## src/rtl/hex_display_scanner.sv

```systemverilog
// Multiplexed seven-segment driver: hex or double-dabble decimal display of a loaded word.
// Latency: hex load 1 cycle, decimal load DATA_W+1 cycles; display outputs 1 cycle after shown_o/scan.
// Backpressure: busy_o high during decimal conversion; loads seen while busy are dropped, not queued.
module hex_display_scanner #(
    parameter int DATA_W      = 32,
    parameter int DIGITS      = 8,
    parameter int REFRESH_DIV = 50000
) (
    input  logic                  clk,
    input  logic                  reset,
    input  logic [DATA_W-1:0]     value_i,
    input  logic                  load_i,
    input  logic                  dec_mode_i,
    input  logic                  blank_lz_i,
    output logic                  busy_o,
    output logic                  ovf_o,
    output logic [4*DIGITS-1:0]   shown_o,
    output logic [DIGITS-1:0]     an_o,
    output logic [6:0]            seg_o
);

    localparam int NW    = 4 * DIGITS;
    localparam int BCD_D = (DATA_W + 2) / 3;
    localparam int BCD_W = 4 * BCD_D;
    localparam int EXT_D = (BCD_D > DIGITS) ? BCD_D : DIGITS;
    localparam int EXT_W = 4 * EXT_D;
    localparam int CW    = $clog2(DATA_W + 1);
    localparam int IW    = (DIGITS > 1) ? $clog2(DIGITS) : 1;
    localparam int RW    = (REFRESH_DIV > 1) ? $clog2(REFRESH_DIV) : 1;

    typedef enum logic [1:0] {
        IDLE = 2'd0,
        CONV = 2'd1,
        DONE = 2'd2
    } state_t;

    state_t            state_q;
    logic [DATA_W-1:0] bin_q;
    logic [BCD_W-1:0]  bcd_q;
    logic [BCD_W-1:0]  bcd_adj;
    logic [CW-1:0]     iter_q;
    logic [EXT_W-1:0]  bcd_ext;
    logic              hi_nonzero;

    logic [RW-1:0]     ref_q;
    logic [IW-1:0]     idx_q;
    logic [3:0]        cur_nib;
    logic              upper_zero;
    logic [6:0]        seg_nxt;

    // Add-3 correction applied to every BCD digit before each shift.
    always_comb begin
        bcd_adj = bcd_q;
        for (int k = 0; k < BCD_D; k++) begin
            if (bcd_q[4*k +: 4] > 4'd4) begin
                bcd_adj[4*k +: 4] = bcd_q[4*k +: 4] + 4'd3;
            end
        end
    end

    assign bcd_ext    = EXT_W'(bcd_q);
    assign hi_nonzero = |(bcd_ext >> NW);

    always_ff @(posedge clk or negedge reset) begin
        if (!reset) begin
            state_q <= IDLE;
            bin_q   <= '0;
            bcd_q   <= '0;
            iter_q  <= '0;
            busy_o  <= 1'b0;
            ovf_o   <= 1'b0;
            shown_o <= '0;
        end else begin
            case (state_q)
                IDLE: begin
                    if (load_i) begin
                        if (dec_mode_i) begin
                            bin_q   <= value_i;
                            bcd_q   <= '0;
                            iter_q  <= '0;
                            busy_o  <= 1'b1;
                            state_q <= CONV;
                        end else begin
                            shown_o <= NW'(value_i);
                            ovf_o   <= 1'b0;
                        end
                    end
                end
                CONV: begin
                    {bcd_q, bin_q} <= {bcd_adj, bin_q} << 1;
                    iter_q         <= iter_q + 1'b1;
                    if (iter_q == CW'(DATA_W - 1)) begin
                        state_q <= DONE;
                    end
                end
                DONE: begin
                    if (hi_nonzero) begin
                        ovf_o   <= 1'b1;
                        shown_o <= '1;
                    end else begin
                        ovf_o   <= 1'b0;
                        shown_o <= bcd_ext[NW-1:0];
                    end
                    busy_o  <= 1'b0;
                    state_q <= IDLE;
                end
                default: begin
                    busy_o  <= 1'b0;
                    state_q <= IDLE;
                end
            endcase
        end
    end

    function automatic logic [6:0] glyph(input logic [3:0] n);
        case (n)
            4'h0: glyph = 7'h40;
            4'h1: glyph = 7'h79;
            4'h2: glyph = 7'h24;
            4'h3: glyph = 7'h30;
            4'h4: glyph = 7'h19;
            4'h5: glyph = 7'h12;
            4'h6: glyph = 7'h02;
            4'h7: glyph = 7'h78;
            4'h8: glyph = 7'h00;
            4'h9: glyph = 7'h10;
            4'hA: glyph = 7'h08;
            4'hB: glyph = 7'h03;
            4'hC: glyph = 7'h46;
            4'hD: glyph = 7'h21;
            4'hE: glyph = 7'h06;
            default: glyph = 7'h0E;
        endcase
    endfunction

    // A digit is a leading zero when it and every more significant nibble are zero.
    always_comb begin
        cur_nib    = shown_o[{idx_q, 2'b00} +: 4];
        upper_zero = ((shown_o >> {idx_q, 2'b00}) == '0);
        if (ovf_o) begin
            seg_nxt = 7'h3F;
        end else if (blank_lz_i && (idx_q != '0) && upper_zero) begin
            seg_nxt = 7'h7F;
        end else begin
            seg_nxt = glyph(cur_nib);
        end
    end

    always_ff @(posedge clk or negedge reset) begin
        if (!reset) begin
            ref_q <= '0;
            idx_q <= '0;
            an_o  <= '1;
            seg_o <= 7'h7F;
        end else begin
            if (ref_q == RW'(REFRESH_DIV - 1)) begin
                ref_q <= '0;
                idx_q <= (idx_q == IW'(DIGITS - 1)) ? '0 : idx_q + 1'b1;
            end else begin
                ref_q <= ref_q + 1'b1;
            end
            an_o  <= ~(DIGITS'(1) << idx_q);
            seg_o <= seg_nxt;
        end
    end

endmodule
```

## config.mk

```make
export PLATFORM = sky130hd
export DESIGN_NAME = hex_display_scanner
export DESIGN_NICKNAME = d
export VERILOG_FILES = /design/src/rtl/hex_display_scanner.sv
export SDC_FILE = /design/constraint.sdc
export NUM_CORES = 1
export LEC_CHECK = 0
export CAP_MARGIN = 40
export CORE_MARGIN = 1
export CORE_UTILIZATION = 40
export CTS_CLUSTER_SIZE = 30
export DETAILED_ROUTE_END_ITERATION = 10
export SLEW_MARGIN = 20
export SYNTH_ARGS = -nofsm -noshare
export SYNTH_HDL_FRONTEND = slang
export SYNTH_SLANG_ARGS = --single-unit
```

## constraint.sdc

```tcl
create_clock -name clk -period 3.3 [get_ports clk]
set_clock_uncertainty 0.05 [all_clocks]
set_input_delay 0.66 -clock clk [delete_from_list [all_inputs] [get_ports clk]]
set_output_delay 0.66 -clock clk [all_outputs]
set_load 0.02 [all_outputs]
```

==> results of run 1 <==
==> flip-flops by register name (all words and copies together) (netlist names) <==
| name | flops |
|---|---|
| bcd_ext | 44 |
| bin_q | 32 |
| shown_o | 32 |
| ref_q | 16 |
| an_o | 8 |
| seg_o | 7 |
| iter_q | 6 |
| idx_q | 3 |
| state_q | 2 |
| busy_o | 1 |
| ovf_o | 1 |
==> cell usage in the layout (no fill, tap or decap), types with 9 or more instances in the layout <==
cell                              netlist  final
sky130_fd_sc_hd__dfrtp_1              137    137
sky130_fd_sc_hd__nand2_1              119    119
sky130_fd_sc_hd__o21ai_0               84     84
sky130_fd_sc_hd__clkdlybuf4s50_1        0     84
sky130_fd_sc_hd__nor2_1                77     76
sky130_fd_sc_hd__inv_1                 44     44
sky130_fd_sc_hd__nand3_1               39     39
sky130_fd_sc_hd__a21oi_1               36     36
sky130_fd_sc_hd__a22oi_1               33     33
sky130_fd_sc_hd__ha_1                  25     25
sky130_fd_sc_hd__nor3_1                22     21
sky130_fd_sc_hd__buf_4                  1     21
sky130_fd_sc_hd__xnor2_1               19     19
sky130_fd_sc_hd__a211oi_1              18     18
sky130_fd_sc_hd__mux2_2                17     17
sky130_fd_sc_hd__clkbuf_16              0     17
sky130_fd_sc_hd__dfstp_2               15     15
sky130_fd_sc_hd__mux2i_1               13     13
sky130_fd_sc_hd__o31ai_1               12     12
sky130_fd_sc_hd__a32o_1                11     11
sky130_fd_sc_hd__nor4_1                 9      9
sky130_fd_sc_hd__xor2_1                 9      9
==> kinds of logic after synthesis <==
logic type                 Yosys count  share of synthesized area [%]
muxes                               38                           6.25
adders and majority gates           25                           3.93
buffers and inverters               96                           4.96
and+or+nand+nor                    295                           16.2
AOI/OAI and AO/OA                  220                           17.5
DFF                                152                           48.0
xor gates and xnor gates            28                           3.08
==> cell usage after synthesis (all sizes together), types with 2 or more instances <==
cell       n
mux2i     13
nor2      77
and3       2
nor3b      2
buf       14
xnor2     19
a32o      11
nor4b      2
o31ai     13
inv       45
a2111oi    4
xor2       9
o21ai     85
clkbuf    36
nor2b      4
a21oi     36
nand3     39
dfstp     15
nand2b     4
or3        2
mux2      18
ha        25
nor4       9
a31oi      2
nand2    119
o21bai     2
a221oi     2
a211oi    18
nand4      8
o22ai      4
nor3      22
and2       2
mux4       7
a22oi     33
dfrtp    137
o211ai     3
==> routing by layer <==
layer	up-vias	part of all wire, %	wire length, um
met5	-	0	0
met4	0	1.6	315
met3	28	5.4	1080
met2	174	45	9040
met1	3037	48	9730
li1	3192	-	-
==> worst max-delay path by stage <==
| stage | end | slack, ns | start |
|---|---|---|---|
| after CTS | seg_o[3] | 0.42 | idx_q[1] |
| after global routing | seg_o[3] | 0.13 | idx_q[0] |
| final | seg_o[3] | 0.41 | idx_q[1] |
| after detailed placement | seg_o[3] | 0.43 | idx_q[1] |
| after global placement | seg_o[3] | 0.49 | idx_q[1] |
| after floorplan | seg_o[3] | 0.47 | idx_q[1] |
==> stage by stage <==
stage | cells | instance area, sq um | power, W | hold WS [ns] | util (%)
6_report | 1210 | 9800 | 0.00912 | 0.0855 | 50.3
5_1_grt | 1210 | 9800 | 0.00979 | 0.104 | 50.3
4_1_cts | 1210 | 9800 | 0.00918 | 0.0804 | 50.3
3_5_place_dp | 1178 | 9180 | 0.00707 | 0.414 | 47.2
3_3_place_gp | 1178 | 9180 | 0.00700 | 0.410 | 47.2
2_1_floorplan | 854 | 7960 | 0.00565 | 0.314 | -
==> power groups by stage <==
| stage | Clock [W] | Sequential (W) | Combinational [W] |
|---|---|---|---|
| 2_1_floorplan | 0 | 0.00342 | 0.00224 |
| 3_3_place_gp | 0 | 0.00331 | 0.00369 |
| 3_5_place_dp | 0 | 0.00333 | 0.00373 |
| 4_1_cts | 0.00211 | 0.00331 | 0.00376 |
| 5_1_grt | 0.00219 | 0.00342 | 0.00418 |
| 6_report | 0.00207 | 0.00331 | 0.00374 |
==> final cells by class <==
class	count	area, sq um	area share, %
well taps	265	332	3.38
flip-flops and latches	152	3820	39.0
repair buffers	109	1070	10.9
inverters	46	173	1.76
clock inverters	8	144	1.47
clock buffers	24	472	4.81
multi-input cells	606	3780	38.6
==> metrics.sh, run 1 <==
RUN_STATUS='finished, final reports clean'
P_INT_W=0.00554
TIMING.FMAX_MHz=346
TOP_CELL_TYPE_S_SHARE_OF_SYNTHESIZED_AREA_PCT=43.0
POSTCTSSETUPREPAIRBUFS=0
DRIVE_ABOVE_1_SHARE_PCT=10.7
SYNTHARSTFLOPSHARE_PCT=100
SWITCHING_PORTION_OF_TOTAL_POWER_PCT=39.2
DP_SLACK_NS=0.435
PERIOD_MINUS_SLACK_NS=2.89
CLKLATENCYLATEPIN_NS=0.42
TIMING.FINAL.MAX_SLEW_VIOLATIONS=0
CTSLONGESTPATHBUFFERS=2
PWR-SHARE-COMB_PCT=41.0
DRTPASS1ITERATIONS=7
GRT_START_MAX_NET_PINS=82
CRIT_TYPE='reg2reg'
GROUTE.LAYER.MET2.USAGE_PCT=31.5
DIE_AREA_SQ_UM=20500
CTS.HTREE.LEVELS=4
YS_SEQ_AREA_SHARE_PCT=48.0
CELL_ROWS=51
MET1_USAGE_PCT=29.6
WORSTSETUPENDPOINTTYPE='flop'
TRITONCTS_CLOCK_TREE='yes'
DRT.ANTENNA.VIOLATING_NETS=0
CATEGORY_OF_THE_WORST_SETUP_PATH_LAUNCH_POINT='flop'
PORT_BUFFERS=85
MIN_PATH_TYPE='in2async'
GRT.TOTAL_USAGE_PCT=20.8
NUM_VIAS=6431
NETS=994
TIMING.MAX_SLEW.REL_SLACK_PCT=49.8
CLKTRANSATPATHREGS_NS=0.06
WORSTPATHREQUIRED_NS=3.59
CTS_NUM_SINKS=152
TOP_USAGE_LAYER='met2'
CORE_SQ_UM=19500
NUMBER_OF_ANTENNA_VIOLATIONS_AT_THE_FIRST_CHECK_IN_GLOBAL_ROUTING=0
WARNINGS_FROM_YOSYS=0
CLOCK_POWER_SHARE_PCT=22.7
POWER.DENSITY_nW_PER_UM2=931
DETAIL_ROUTE.WIRELENGTH_MM=20.2
P_LEAK_nW=4.26
FINAL_CRITICAL_PATH_SETUP_SLACK_NS=0.414
DRT-VIAS-PER-INSTANCE=5.31
DRC=0
SYNTH-MAIN-FF-CELL='sky130_fd_sc_hd__dfrtp_1'
SYN_AVG_CELL_AREA_SQ_UM=9.33
GLOBAL_ROUTE.USAGE.MET3_PCT=4.43
POST_SYNTHESIS_REGISTER_BIT_COUNT=152
DIE_W_UM=143
SYNTH_TOP_CELLS_BY_AREA='sky130_fd_sc_hd__dfrtp_1 43%, sky130_fd_sc_hd__nand2_1 5.6%, sky130_fd_sc_hd__o21ai_0 5.3%'
SYNTH_EDF_COUNT=0
DRT_FIRST_ITER_VIOLATIONS=401
REPORT.FINAL.HOLD_VIOL_COUNT=0
PEAKVDDDROP_mV=0.374
TOP_FANOUT_VALUE_ON_THE_CRITICAL_PATH=9
ESTIMATED_WIRELENGTH_OF_THE_DETAIL_PLACED_DESIGN_MM=14.0
ROUTEDWLPERCELL_UM=16.7
WORSTPATHARRIVAL_NS=3.18
CP_TOP_FAMILY='simple AND/OR/NAND/NOR gates'
INITIAL_CORE_UTIL_PCT=40.9
CRITICAL_PATH.N_BUFFERS_INVERTERS=0
RR_ENDPOINT='seg_o[3]'
RSZ_0062_RAISED_AFTER_GLOBAL_ROUTING='no'
CLOCK_TREE.ROOT_CELL='sky130_fd_sc_hd__clkbuf_16'
CTS.REPAIR.RESIZED=0
CRITICAL_PATH.MAX_STAGE_DELAY_NS=0.55
GRT.OVERFLOW.TOTAL=0
RR_WORST_DEPTH=8
POWER.SWITCHING_W=0.00357
SYNTH_LARGEST_AREA_CELL='sky130_fd_sc_hd__dfrtp_1'
ANTENNA-DIODE-COUNT=0
TOTAL_STAGE_COUNT_OF_THE_CRITICAL_PATH=8
SHARE_SEQ_OF_TOTAL_POWER_PCT=36.3
CAP_VIOLATIONS=0
CRIT_CHAIN='mux4_2 > mux2i_1 > ha_1 > and2_1 > o311ai_0 > nor4_1 > nand3_1 > o221ai_1'
SYNTH_NETS=916
CRITICAL_PATH.REG2REG.STARTPOINT='idx_q[1]'
FINAL_MIN_PERIOD_OVER_CLOCK_PERIOD_PCT=87.5
POST_SYNTHESIS_CELL_AREA_SQ_UM=7960
TOTALNEGATIVESETUPSLACK_NS=0
REPORT.FINAL.SETUP_VIOL=0
WORST_PIN_SLEW_NS=0.753
LAYOUT-AREA-OVERHEAD-VS-SYNTH_PCT=23.0
GRT_PASS1_WL_MM=32.5
DIE_H_UM=143
FILLER_CELL_COUNT=1820
SLOWEST_STAGE_CELL_CRIT_PATH='sky130_fd_sc_hd__dfrtp_1'
SYN-INSTANCE-COUNT=854
FINALWEIGHTEDCONGESTION=0.931
VIA_COUNT_OF_THE_FIRST_GLOBAL_ROUTING_PASS=6000
FF2FF_SETUP_SLACK_NS=0.41
TOP_LEVEL_PORTS=86
CTSHOLDBUFFERS=0
CTS_INSERTED_BUFFERS=17
SYNTH.LIB_CELLS_USED.DISTINCT=57
(Power assumes the default switching activity.)
==> inputs of run 2 (changes only) <==
--- a/config.mk
+++ b/config.mk
@@ -6,7 +6,7 @@
 export NUM_CORES = 1
 export LEC_CHECK = 0
 export CAP_MARGIN = 40
-export CORE_MARGIN = 1
+export CORE_MARGIN = 3
 export CORE_UTILIZATION = 40
 export CTS_CLUSTER_SIZE = 30
 export DETAILED_ROUTE_END_ITERATION = 10
==> metrics.sh, run 2 (same netlist as run 1, synthesis figures left out) <==
RUN_STATUS='finished, final reports clean'
LAYOUT-AREA-OVERHEAD-VS-SYNTH_PCT=22.0
DIE_AREA_SQ_UM=21600
TIMING.MAX_SLEW.REL_SLACK_PCT=49.5
FINAL_MIN_PERIOD_OVER_CLOCK_PERIOD_PCT=86.5
INITIAL_CORE_UTIL_PCT=41.6
FINALWEIGHTEDCONGESTION=0.945
REPORT.FINAL.HOLD_VIOL_COUNT=0
DRIVE_ABOVE_1_SHARE_PCT=10.6
TRITONCTS_CLOCK_TREE='yes'
DIE_H_UM=147
CLKTRANSATPATHREGS_NS=0.06
CELL_ROWS=50
TOP_USAGE_LAYER='met2'
PEAKVDDDROP_mV=0.401
CAP_VIOLATIONS=0
DIE_W_UM=147
NUM_VIAS=6471
MIN_PATH_TYPE='in2async'
CRIT_TYPE='reg2reg'
TOTALNEGATIVESETUPSLACK_NS=0
FILLER_CELL_COUNT=1837
RSZ_0062_RAISED_AFTER_GLOBAL_ROUTING='no'
MULTI_INPUT_COMB_AREA_SQ_UM=3780
GLOBAL_ROUTE.USAGE.MET3_PCT=4.50
LAYOUT.CELLS.MOST_COMMON='sky130_fd_sc_hd__dfrtp_1'
SLOWEST_STAGE_CELL_CRIT_PATH='sky130_fd_sc_hd__mux4_2'
DRT_FIRST_ITER_VIOLATIONS=423
POSTCTSSETUPREPAIRBUFS=0
CTS_NUM_SINKS=152
GRT_START_MAX_NET_PINS=66
CATEGORY_OF_THE_WORST_SETUP_PATH_LAUNCH_POINT='flop'
LARGEST_REG_FLOPS=44
DETAIL_ROUTE.WIRELENGTH_MM=20.6
VIA_COUNT_OF_THE_FIRST_GLOBAL_ROUTING_PASS=6219
CORE_SQ_UM=19100
CRIT_CHAIN='mux4_2 > mux2i_1 > ha_1 > and2_1 > o311ai_0 > nor4_1 > nand3_1 > o221ai_1'
POST_DP_CELL_AREA_SQ_UM=9150
GRT.TOTAL_USAGE_PCT=19.4
TOP_LEVEL_PORTS=86
ANTENNA-DIODE-COUNT=0
CLKLATENCYLATEPIN_NS=0.43
DRTPASS1ITERATIONS=5
MET1_USAGE_PCT=28.0
DRT.ANTENNA.VIOLATING_NETS=0
CP_TOP_FAMILY='simple AND/OR/NAND/NOR gates'
PORT_BUFFERS=85
GRT_PASS1_WL_MM=33.6
TIMING.FINAL.MAX_SLEW_VIOLATIONS=0
WORSTSETUPENDPOINTTYPE='flop'
REPORT.FINAL.SETUP_VIOL=0
WORSTPATHARRIVAL_NS=3.15
COMMONEST_CELLS_AFTER_ROUTING_FILL_AND_TAPS_ASIDE='137 x sky130_fd_sc_hd__dfrtp_1, 119 x sky130_fd_sc_hd__nand2_1, 84 x sky130_fd_sc_hd__o21ai_0, 84 x sky130_fd_sc_hd__clkdlybuf4s50_1, 76 x sky130_fd_sc_hd__nor2_1'
WORSTPATHREQUIRED_NS=3.59
CTS.HTREE.LEVELS=4
POWER.DENSITY_nW_PER_UM2=919
PERIOD_MINUS_SLACK_NS=2.85
DRC=0
ESTIMATED_WIRELENGTH_OF_THE_DETAIL_PLACED_DESIGN_MM=14.4
CRITICAL_PATH.N_BUFFERS_INVERTERS=0
CTS.REPAIR.RESIZED=0
CTSHOLDBUFFERS=0
TOP_FANOUT_VALUE_ON_THE_CRITICAL_PATH=7
GROUTE.LAYER.MET2.USAGE_PCT=29.7
GRT.OVERFLOW.TOTAL=0
ROUTEDWLPERCELL_UM=17.1
CTSLONGESTPATHBUFFERS=2
P_LEAK_nW=4.21
CRITICAL_PATH.MAX_STAGE_DELAY_NS=0.55
POST_ROUTE_CELL_AREA_SQ_UM=9720
NETS=990
NUMBER_OF_ANTENNA_VIOLATIONS_AT_THE_FIRST_CHECK_IN_GLOBAL_ROUTING=0
WORST_PIN_SLEW_NS=0.738
FINAL-SEQ-AREA_SQ_UM=3820
CTS_INSERTED_BUFFERS=17
TIMING.FMAX_MHz=351
CLOCK_TREE.ROOT_CELL='sky130_fd_sc_hd__clkbuf_16'
DRT-VIAS-PER-INSTANCE=5.39
run 2: cell types whose count changed in the layout (fill, tap and decap cells not counted), sizes merged:
cell	previous run	this run
buf	25	21
bufinv	4	2
clkbuf	24	20
clkinv	5	7
clkinvlp	0	4
run 2: worst reg2reg max path, cell delays in order, from the launching register on:
cell	delay (ns)
sky130_fd_sc_hd__dfrtp_1	0.49
sky130_fd_sc_hd__mux4_2	0.55
sky130_fd_sc_hd__mux2i_1	0.22
sky130_fd_sc_hd__ha_1	0.23
sky130_fd_sc_hd__and2_1	0.13
sky130_fd_sc_hd__o311ai_0	0.11
sky130_fd_sc_hd__nor4_1	0.41
sky130_fd_sc_hd__nand3_1	0.28
sky130_fd_sc_hd__o221ai_1	0.28
run 2: metal layers:
| layer | part of all wire [%] | vias up | routed length, um |
|---|---|---|---|
| li1 | - | 3179 | - |
| met1 | 50 | 3116 | 10200 |
| met2 | 45 | 157 | 9160 |
| met3 | 4.6 | 19 | 948 |
| met4 | 1.1 | 0 | 231 |
| met5 | 0 | - | 0 |
run 2: report_power, final:
| part | internal, W | leakage [nW] | switching, W | total [W] |
|---|---|---|---|---|
| clock network | 0.00113 | 0.272 | 0.000785 | 0.00191 |
| logic | 0.00163 | 2.04 | 0.00206 | 0.00369 |
| registers | 0.00260 | 1.90 | 0.000732 | 0.00333 |
| total | 0.00535 | 4.21 | 0.00358 | 0.00893 |
run 2: area by class of cell:
class	instances	area share, %
clock buffer	20	4.60
timing repair buffer	105	10.7
inverter	46	1.78
clock inverter	12	1.31
tap	260	3.35
sequential	152	39.3
multi-input combinational	606	38.9
run 2: stage by stage:
stage	hold WS, ns	std cells	worst slack, ns	utilization (%)	power (W)
after global routing	0.179	1201	0.204	50.8	0.00962
after detailed placement	0.413	1169	0.487	47.8	0.00705
after global placement	0.409	1169	0.561	47.8	0.00699
final	0.146	1201	0.447	50.8	0.00893
after floorplan	0.314	854	0.467	-	0.00565
after CTS	0.178	1201	0.467	50.8	0.00899
run 2: final timing paths:
kind                           from       end  slack [ns]  cells past startpoint
setup / recovery           idx_q[0]  seg_o[3]        0.45                      8
hold / removal                reset  bin_q[5]        0.15                      1
setup reg to reg           idx_q[0]  seg_o[3]        0.45                      8
hold reg to reg            bin_q[2]  bin_q[2]        0.43                      2
max in group asynchronous     reset   an_o[7]        2.19                      2
min in group clk           bin_q[2]  bin_q[2]        0.43                      2
==> inputs of run 3 (changes only) <==
--- a/config.mk
+++ b/config.mk
@@ -5,11 +5,12 @@
 export SDC_FILE = /design/constraint.sdc
 export NUM_CORES = 1
 export LEC_CHECK = 0
-export CAP_MARGIN = 40
+export CAP_MARGIN = 25
 export CORE_MARGIN = 3
 export CORE_UTILIZATION = 40
 export CTS_CLUSTER_SIZE = 30
 export DETAILED_ROUTE_END_ITERATION = 10
+export SETUP_SLACK_MARGIN = 0.4
 export SLEW_MARGIN = 20
 export SYNTH_ARGS = -nofsm -noshare
 export SYNTH_HDL_FRONTEND = slang
==> metrics.sh, run 3 (same netlist as run 1, synthesis figures left out) <==
DRT.ANTENNA.VIOLATING_NETS=0
CTS_INSERTED_BUFFERS=17
PERIOD_MINUS_SLACK_NS=2.69
LARGEST_REG_FLOPS=44
TOP_USAGE_LAYER='met2'
DETAIL_ROUTE.WIRELENGTH_MM=20.6
CELL_ROWS=50
NUMBER_OF_ANTENNA_VIOLATIONS_AT_THE_FIRST_CHECK_IN_GLOBAL_ROUTING=0
CTS_NUM_SINKS=152
WORST_PIN_SLEW_NS=0.736
RR_WORST_DEPTH=8
GROUTE.LAYER.MET2.USAGE_PCT=29.7
LAYOUT-AREA-OVERHEAD-VS-SYNTH_PCT=22.2
CTS.HTREE.LEVELS=4
CRITICAL_PATH.MAX_STAGE_DELAY_NS=0.52
FINALWEIGHTEDCONGESTION=0.945
GRT.TOTAL_USAGE_PCT=19.4
PEAKVDDDROP_mV=0.403
CTSLONGESTPATHBUFFERS=2
TIMING.FINAL.MAX_SLEW_VIOLATIONS=0
INITIAL_CORE_UTIL_PCT=41.6
DRIVE_ABOVE_1_SHARE_PCT=10.9
PORT_BUFFERS=85
REPORT.FINAL.SETUP_VIOL=0
POST_DP_CELL_AREA_SQ_UM=9150
POST_ROUTE_CELL_AREA_SQ_UM=9730
FF2FF_SETUP_SLACK_NS=0.61
REPORT.FINAL.HOLD_VIOL_COUNT=0
TIMING.MAX_SLEW.REL_SLACK_PCT=50.7
DIE_W_UM=147
GRT.OVERFLOW.TOTAL=0
GLOBAL_ROUTE.USAGE.MET3_PCT=4.50
CRIT_TYPE='reg2reg'
TRITONCTS_CLOCK_TREE='yes'
FINAL_MIN_PERIOD_OVER_CLOCK_PERIOD_PCT=81.6
P_LEAK_nW=4.21
TOP_FANOUT_VALUE_ON_THE_CRITICAL_PATH=7
DRC=0
TOTALNEGATIVESETUPSLACK_NS=0
RUN_STATUS='finished, final reports clean'
TOP_LEVEL_PORTS=86
FILLER_CELL_COUNT=1838
NUM_VIAS=6462
CRITICAL_PATH.REG2REG.STARTPOINT='idx_q[0]'
CATEGORY_OF_THE_WORST_SETUP_PATH_LAUNCH_POINT='flop'
CLOCK_TREE.ROOT_CELL='sky130_fd_sc_hd__clkbuf_16'
NETS=991
CRIT_END='seg_o[3]'
ESTIMATED_WIRELENGTH_OF_THE_DETAIL_PLACED_DESIGN_MM=14.4
ROUTEDWLPERCELL_UM=17.1
FINAL_CORE_UTIL_PCT=50.8
FINAL_LAYOUT_WORST_HOLD_SLACK_NS=0.148
CRIT_CHAIN='mux4_2 > mux2i_1 > ha_1 > and2_1 > o311ai_0 > nor4_1 > nand3_1 > o221ai_1'
SLOWEST_STAGE_CELL_CRIT_PATH='sky130_fd_sc_hd__mux4_2'
CP_TOP_FAMILY='multiplexers'
WORSTPATHREQUIRED_NS=3.59
TIMING.FMAX_MHz=371
CORE_SQ_UM=19100
CRITICAL_PATH.N_BUFFERS_INVERTERS=0
WORSTSETUPENDPOINTTYPE='flop'
COMMONEST_CELLS_AFTER_ROUTING_FILL_AND_TAPS_ASIDE='135 x sky130_fd_sc_hd__dfrtp_1, 119 x sky130_fd_sc_hd__nand2_1, 84 x sky130_fd_sc_hd__o21ai_0, 84 x sky130_fd_sc_hd__clkdlybuf4s50_1, 76 x sky130_fd_sc_hd__nor2_1'
WORSTSETUPSTARTPOINT='idx_q[0]'
RSZ_0062_RAISED_AFTER_GLOBAL_ROUTING='no'
CLKLATENCYLATEPIN_NS=0.43
DIE_AREA_SQ_UM=21600
TOTAL_STAGE_COUNT_OF_THE_CRITICAL_PATH=8
RR_ENDPOINT='seg_o[3]'
DRT_FIRST_ITER_VIOLATIONS=420
POWER.DENSITY_nW_PER_UM2=919
DIE_H_UM=147
MET1_USAGE_PCT=28.0
ANTENNA-DIODE-COUNT=0
LAYOUT.CELLS.MOST_COMMON='sky130_fd_sc_hd__dfrtp_1'
DRTPASS1ITERATIONS=5
DRT-VIAS-PER-INSTANCE=5.38
CLKTRANSATPATHREGS_NS=0.06
CAP_VIOLATIONS=0
GRT_PASS1_WL_MM=33.6
GRT_START_MAX_NET_PINS=66
WORSTPATHARRIVAL_NS=2.98
MIN_PATH_TYPE='in2async'
VIA_COUNT_OF_THE_FIRST_GLOBAL_ROUTING_PASS=6219
==> run 3: cell count changes in the layout (fill, tap and decap cells not counted), sizes merged <==
| cell | before | now |
|---|---|---|
| buf | 21 | 22 |
==> run 3: final cells by class <==
| class | instances | area, sq um | area share [%] |
|---|---|---|---|
| clock inverter | 12 | 128 | 1.31 |
| multi-input combinational | 606 | 3780 | 38.9 |
| sequential | 152 | 3820 | 39.3 |
| clock buffer | 20 | 447 | 4.59 |
| timing repair buffer | 106 | 1050 | 10.8 |
| inverter | 46 | 173 | 1.77 |
| tap | 260 | 325 | 3.34 |
==> run 3: through the flow <==
step	total power (W)	cells	setup WS, ns
floorplan	0.00565	854	0.467
global placement	0.00699	1169	0.561
detailed placement	0.00705	1169	0.487
CTS	0.00899	1201	0.467
global route	0.00962	1202	0.404
finish	0.00894	1202	0.608
==> run 3: where the power goes <==
group          total (W)  switching, W  internal [W]
clock network    0.00191      0.000784       0.00113
registers        0.00333      0.000733       0.00260
logic            0.00370       0.00207       0.00163
==> run 3: worst register-to-register path, stage by stage (launching register included) <==
cell	delay, ns
sky130_fd_sc_hd__dfrtp_2	0.44
sky130_fd_sc_hd__mux4_2	0.52
sky130_fd_sc_hd__mux2i_1	0.24
sky130_fd_sc_hd__ha_1	0.23
sky130_fd_sc_hd__and2_1	0.13
sky130_fd_sc_hd__o311ai_0	0.12
sky130_fd_sc_hd__nor4_1	0.34
sky130_fd_sc_hd__nand3_1	0.26
sky130_fd_sc_hd__o221ai_1	0.28
==> run 3: per-layer routing <==
layer | vias up | wire length [um] | share of wire (%)
li1 | 3177 | - | -
met1 | 3134 | 10300 | 50
met2 | 134 | 9170 | 44
met3 | 17 | 908 | 4.4
met4 | 0 | 218 | 1.1
met5 | - | 0 | 0
==> run 3: what timing repair did <==
action | CTS | global route
hold buffers | 0 | 0
setup buffers | 0 | 1
endpoints found under the setup margin | 0 | 6
gates resized for setup | 0 | 2
==> run 3: worst min path at each step <==
stage,from,end,depth (start not counted)
after floorplan,reset,bcd_ext[0],0
after global placement,bin_q[4],bin_q[4],2
after detailed placement,bin_q[21],bin_q[21],2
after CTS,reset,bin_q[5],1
after global routing,reset,bin_q[5],1
final,reset,bin_q[5],1
